File: config.mk
export PLATFORM = sky130hd
export DESIGN_NAME = vertex_fetch
export DESIGN_NICKNAME = d
export VERILOG_FILES = /design/src/rtl/vertex_fetch.sv
export SDC_FILE = /design/constraint.sdc
export NUM_CORES = 1
export LEC_CHECK = 0
export BUFFER_PORTS_ARGS = -buffer_cell sky130_fd_sc_hd__buf_2
export CAP_MARGIN = 0
export CORE_MARGIN = 4
export CORE_UTILIZATION = 43
export DETAILED_ROUTE_END_ITERATION = 7
export GPL_TIMING_DRIVEN = 0
export PLACE_DENSITY = 0.67
export SYNTH_ARGS = -nofsm -noshare
export SYNTH_HDL_FRONTEND = slang
export SYNTH_SLANG_ARGS = --single-unit
File: constraint.sdc
create_clock -name clk100 -period 25.5 [get_ports clk100]
set_input_delay 5.1 -clock clk100 [delete_from_list [all_inputs] [get_ports clk100]]
set_output_delay 5.1 -clock clk100 [all_outputs]
set_load 0.01 [all_outputs]
File: src/rtl/vertex_fetch.sv
// Vertex fetch: streams TRI_COUNT mesh records from a synchronous ROM
// into a small first-word-fall-through buffer, one frame per nextFrame.
module vertex_fetch #(
  parameter int TRI_COUNT  = 64,
  parameter int FIFO_DEPTH = 4
) (
  input  logic         clk100,
  input  logic         rst_n,
  input  logic         nextFrame,
  output logic [7:0]   Mesh_Addr,
  input  logic [223:0] Mesh_Data,
  output logic [223:0] VertexBuffer_PreCalc_ReadData,
  input  logic         VertexBuffer_PreCalc_pop,
  output logic         VertexBuffer_PreCalc_empty,
  output logic         frameDone
);

  localparam int PW = $clog2(FIFO_DEPTH);
  localparam int OW = $clog2(FIFO_DEPTH + 1);
  localparam logic [7:0]  LAST  = 8'(TRI_COUNT - 1);
  localparam logic [OW:0] DEPTH = (OW + 1)'(FIFO_DEPTH);

  typedef enum logic [1:0] {IDLE, FETCH, DRAIN} state_e;

  state_e          state_q, state_d;
  logic [7:0]      addr_q, addr_d;
  logic [OW-1:0]   occ_q, occ_d;
  logic            infl_q, infl_d;
  logic [PW-1:0]   rd_q, rd_d;
  logic [PW-1:0]   wr_q, wr_d;
  logic [223:0]    head_q, head_d;
  logic            done_q, done_d;
  logic [223:0]    mem_q [FIFO_DEPTH];

  logic flush;
  logic pop_ok;
  logic push;
  logic issue;

  always_comb begin
    flush   = nextFrame;
    pop_ok  = VertexBuffer_PreCalc_pop && (occ_q != '0) && !flush;
    push    = infl_q && !flush;
    issue   = (state_q == FETCH) && !flush &&
              (({1'b0, occ_q} + {{OW{1'b0}}, infl_q}) < DEPTH);
    state_d = state_q;
    addr_d  = addr_q;
    infl_d  = issue;
    done_d  = 1'b0;
    unique case (state_q)
      IDLE: ;
      FETCH: begin
        if (issue) begin
          if (addr_q == LAST) state_d = DRAIN;
          else addr_d = addr_q + 8'd1;
        end
      end
      DRAIN: begin
        if ((occ_q == '0) && !infl_q) begin
          state_d = IDLE;
          done_d  = !flush;
        end
      end
      default: state_d = IDLE;
    endcase
    if (flush) begin
      state_d = FETCH;
      addr_d  = '0;
    end
    occ_d = flush ? '0 : occ_q + OW'(push) - OW'(pop_ok);
    rd_d  = flush ? '0 : rd_q + PW'(pop_ok);
    wr_d  = flush ? '0 : wr_q + PW'(push);
    // New head comes straight from the ROM when the buffer was otherwise empty
    head_d = head_q;
    if (occ_d != '0) begin
      head_d = (occ_q == OW'(pop_ok)) ? Mesh_Data : mem_q[rd_d];
    end
  end

  always_ff @(posedge clk100 or negedge rst_n) begin
    if (!rst_n) begin
      state_q <= IDLE;
      addr_q  <= '0;
      occ_q   <= '0;
      infl_q  <= 1'b0;
      rd_q    <= '0;
      wr_q    <= '0;
      head_q  <= '0;
      done_q  <= 1'b0;
    end else begin
      state_q <= state_d;
      addr_q  <= addr_d;
      occ_q   <= occ_d;
      infl_q  <= infl_d;
      rd_q    <= rd_d;
      wr_q    <= wr_d;
      head_q  <= head_d;
      done_q  <= done_d;
    end
  end

  always_ff @(posedge clk100) begin
    if (push) mem_q[wr_q] <= Mesh_Data;
  end

  assign Mesh_Addr                     = addr_q;
  assign VertexBuffer_PreCalc_ReadData = head_q;
  assign VertexBuffer_PreCalc_empty    = (occ_q == '0);
  assign frameDone                     = done_q;

endmodule
==> results.txt <==
Detailed placement finished with a half-perimeter wire length of 89300 microns. The run finished, with violations left. The proportion of synthesized flip-flops having asynchronous set or reset came out at 21.3%. The logs give 54 for the initial antenna violation count and 117 for the number of buffers added by the clock tree synthesis step. The share of total power dissipated in sequential elements is 35.0%. Setup violations remaining at the end of the flow were counted as 0. For the area of the placeable core, the log shows 104000 sq um.

Counting every instance in the synthesized netlist gives 3296. Setup repair after global routing left no endpoint under its margin. The final RePlAce weighted congestion came out at 0.812. Synthesis inferred 1139 register bits.

By area the synthesized netlist is led by edfxtp_1 59%, dfrtp_1 13%, nand2_1 5.6%. The part of the Yosys area used for sequential elements was 72.8%. The sum of internal, switching and leakage power was 0.00709 W. The height of the chip came out at 333 microns.

The number of global-route vias before repair came out at 31900. Cell internal power was estimated by the tool at 0.00422 W. The tightest slew margin relative to the limit was 8.10%.

On the critical path the largest part of the delay comes from buffers and inverters. Clock edge transition at the registers on the reported setup and hold paths: 0.06 ns. Static timing analysis puts the maximum clock frequency at 0.0960 GHz. The number of hold violations in the final report came out at 0. The top cell type by total area after synthesis is edfxtp_1. The most used flip-flop cell after synthesis is edfxtp_1. In this run the clock root is driven by a clkbuf_16.

The run gives 0 as the final number of max-transition violations. After filler insertion, the fill cell instance count of the layout stands at 8882. Summing all placed instances gives a cell area of 50300 sq um. The routed metal-1 wirelength is 55100 microns. The residual DRC count came out at 1.

The cell with the largest stage delay on the worst path was clkbuf_1. Compared with the post-synthesis result, the final layout area differs by 19.6%. The logs give 0 for the count of hold buffers inserted by post-cts repair and 207000 microns for the wire length of the first global-routing pass.

The length of the first detailed-routing pass in iterations came out at 8. The routed layout has 32200 vias. In this run the core area contains 118 standard-cell rows. For this run the aggregate overflow at the end of global routing stands at 0.

Combinational cells account for 41.0% of the total power. Summed area of non-filler cells in the final layout: 54200 sq um. Data on the critical path is required at its endpoint by 26.09 ns. The Yosys step of the flow raised 0 warnings. The tools report the iteration-0 DRC count of the detailed router as 3326. Counting along the longest clock path gives a buffer depth of 3. In this run the worst hold path is classified as reg2reg. The share of total power dissipated in the clock network is 24.1%. For this configuration, the core starts out at a cell density of 43.5%. The highest metal layer carrying signal wires in the routed design is met5. The tools report the net count of the finished layout as 4161.

In this run switching power makes up 40.5% of total power. CTS built an H-tree with a depth of 3. The logs give 0.72 ns for the clock latency at the later pin of the worst-skew pair and 3529 for the net count of the mapped netlist. The number of buffers inserted by post-CTS setup repair was 0. For this run, the total global-route usage over all layers was measured as 24.5%. Startpoint type of the worst setup path: an input pin. The switching power of the nets is 0.00287 W. The antenna violation net count after detailed routing is 0. Transition time at the pin with the least slew margin: 1.38 ns. The pin count of the biggest net entering global routing is 93, and the sum of routed wire length over all layers is 139000 microns. The mean area per synthesized cell came out at 13.7 sq um. TritonCTS built the clock tree.

The most numerous cell type found on the critical path is clkbuf_1. The number of synthesized flops with an enable pin is 896. The critical path contains buffers and inverters numbering 8 combined. The count of max-cap constraint violations came out at 0. The fraction of layout instances using a drive strength above 1 is 18.3%. The logs give 5189 for the number of placed instances, taps included and 14100 microns for the wire length on met3. STA puts the critical path data arrival time at 11.01 ns. Yosys instantiated no cell more often than edfxtp_1.

Traced cell by cell, the critical path runs through buf_2 > clkbuf_1 > clkbuf_1 > clkbuf_1 > nor2_1 > ha_1 > inv_1 > fa_1 > a31o_1 > clkbuf_1 > a21oi_2 > clkbuf_1 > clkbuf_1 > a32o_1 > a21oi_1. The run gives 43 as the number of distinct library cells after synthesis. Of the available clock period, the critical path in the final layout requires 40.8%.

The die outline area is 111000 sq um, and the vias per cell is 5.91. For this design the top-level I/O count stands at 462. Dividing total power by cell area gives a power density of 131 nW/um^2. The highest fanout seen on the critical path was 10. In this run the tool buffered the top-level ports with 461 buffer cells. The run gives 1139 as the clock sink count. The category of the worst setup path capture point was a register. Once layout is complete, the cells apart from fillers number 5450.

By startpoint and endpoint, the worst setup path is classified as in2reg. By count the netlist is led by 896 x edfxtp_1, 680 x nand2_1, 243 x dfrtp_1. The post-route minimum period was 10.42 ns. Final total negative setup slack: 0 ns. The checks that failed: design-rule violations.

Dividing the detail-routed wire length by the instance count gives 25.6 microns. Summed over its instances, the top area cell type makes up 59.4% of the synthesized netlist area. The analysis attributes to cell leakage a power of 20.0 nW. Across the VDD grid, the largest voltage drop is 0.0778 mV.

Detailed routing placed a total of 66100 microns of wire on met2. Combined area of all synthesized cells: 45300 sq um. The floorplan step set the die width to 333 microns. The worst clock skew was 0.0232 ns; the peak per-stage delay on the critical path was 0.99 ns. For the count of instances resized after the clock tree is built, the log shows 0.
[per-stage QoR]
step	worst slack [ns]	util (%)	hold WS [ns]
finish	15.08	52.1	0.488
floorplan	2.70	-	0.455
CTS	15.09	52.0	0.492
global placement	-12.85	47.4	0.470
detailed placement	14.32	48.3	0.478
global route	14.81	52.0	0.500
[worst paths after layout]
path | slack [ns] | to | startpoint | depth (start not counted)
min reg2reg | 0.49 | state_q[0] | state_q[0] | 1
max reg2reg | 20.35 | VertexBuffer_PreCalc_ReadData[53] | occ_q[1] | 14
max in group asynchronous | 19.97 | VertexBuffer_PreCalc_ReadData[159] | rst_n | 2
min in group asynchronous | 4.34 | VertexBuffer_PreCalc_ReadData[47] | rst_n | 1
min | 0.49 | state_q[0] | state_q[0] | 1
max | 15.08 | VertexBuffer_PreCalc_ReadData[53] | nextFrame | 15
[area by class of cell]
class	count	area [sq um]	share of cell area [%]
Multi-Input combinational cell	1881	11300	20.8
Antenna cell	37	92.6	0.171
Inverter	5	18.8	0.0346
Sequential cell	1139	33000	60.9
Tap cell	1380	1730	3.19
Clock inverter	60	591	1.09
Clock buffer	164	3230	5.97
Timing Repair Buffer	513	3190	5.88
Buffer	271	1070	1.97
[worst reg2reg max path, delay by kind of cell (launching register included)]
kind / cells / cell delay [ns]
xor gates and xnor gates: 2 / 0.30
and+or+nand+nor: 1 / 0.11
adders and majority gates: 2 / 0.56
AOI/OAI and AO/OA: 5 / 1.81
DFF: 1 / 0.49
buffers and inverters: 4 / 1.77
[power by group through the flow]
stage                     clock network [W]  logic [W]  registers, W
final                               0.00171    0.00290       0.00248
after detailed placement                  0    0.00289       0.00251
after floorplan                           0    0.00165       0.00259
after CTS                           0.00174    0.00290       0.00247
after global routing                0.00182    0.00315       0.00250
after global placement                    0    0.00280       0.00260
[flip-flops by register name, indices dropped and copies added (netlist names), 2 cells and up]
register	count
Mesh_Addr	8
occ_q	3
rd_q	2
state_q	2
wr_q	2
VertexBuffer_PreCalc_ReadData	224
mem_q	896
[cells by family (layout without fill, tap and decap cells)]
group,after synthesis,in the layout,synth area share [%]
buffers and inverters,276,1013,2.40
flip-flops,1139,1139,72.8
adder cells (fa/ha/maj),5,5,0.155
multiplexers,1,1,0.0221
XOR/XNOR,13,13,0.268
AO/OA/AOI/OAI,912,912,14.5
other,0,37,0
AND/OR/NAND/NOR,950,950,9.85
[layout by cell type (no fill, tap or decap), types with 8 or more instances in the layout]
cell type / netlist / layout
a21oi_1: 225 / 225
a221oi_1: 224 / 224
a32o_1: 224 / 224
buf_1: 9 / 9
buf_12: 0 / 16
buf_16: 0 / 9
buf_2: 37 / 497
buf_6: 0 / 23
bufinv_16: 0 / 9
clkbuf_1: 224 / 257
clkbuf_16: 0 / 117
clkbuf_8: 0 / 13
clkinv_1: 0 / 15
clkinv_2: 0 / 23
dfrtp_1: 243 / 243
diode_2: 0 / 37
edfxtp_1: 896 / 896
nand2_1: 680 / 680
nand3b_1: 225 / 225
nor2_1: 21 / 19
o21ai_0: 225 / 225
xor2_1: 9 / 8
[layer usage]
metal,GRT usage (%),up-vias
met4,8.59,24
met1,32.5,16200
met2,38.9,1548
met3,6.87,243
li1,-,14100
met5,0,-
Note: power is estimated with default switching activity, not from simulation.
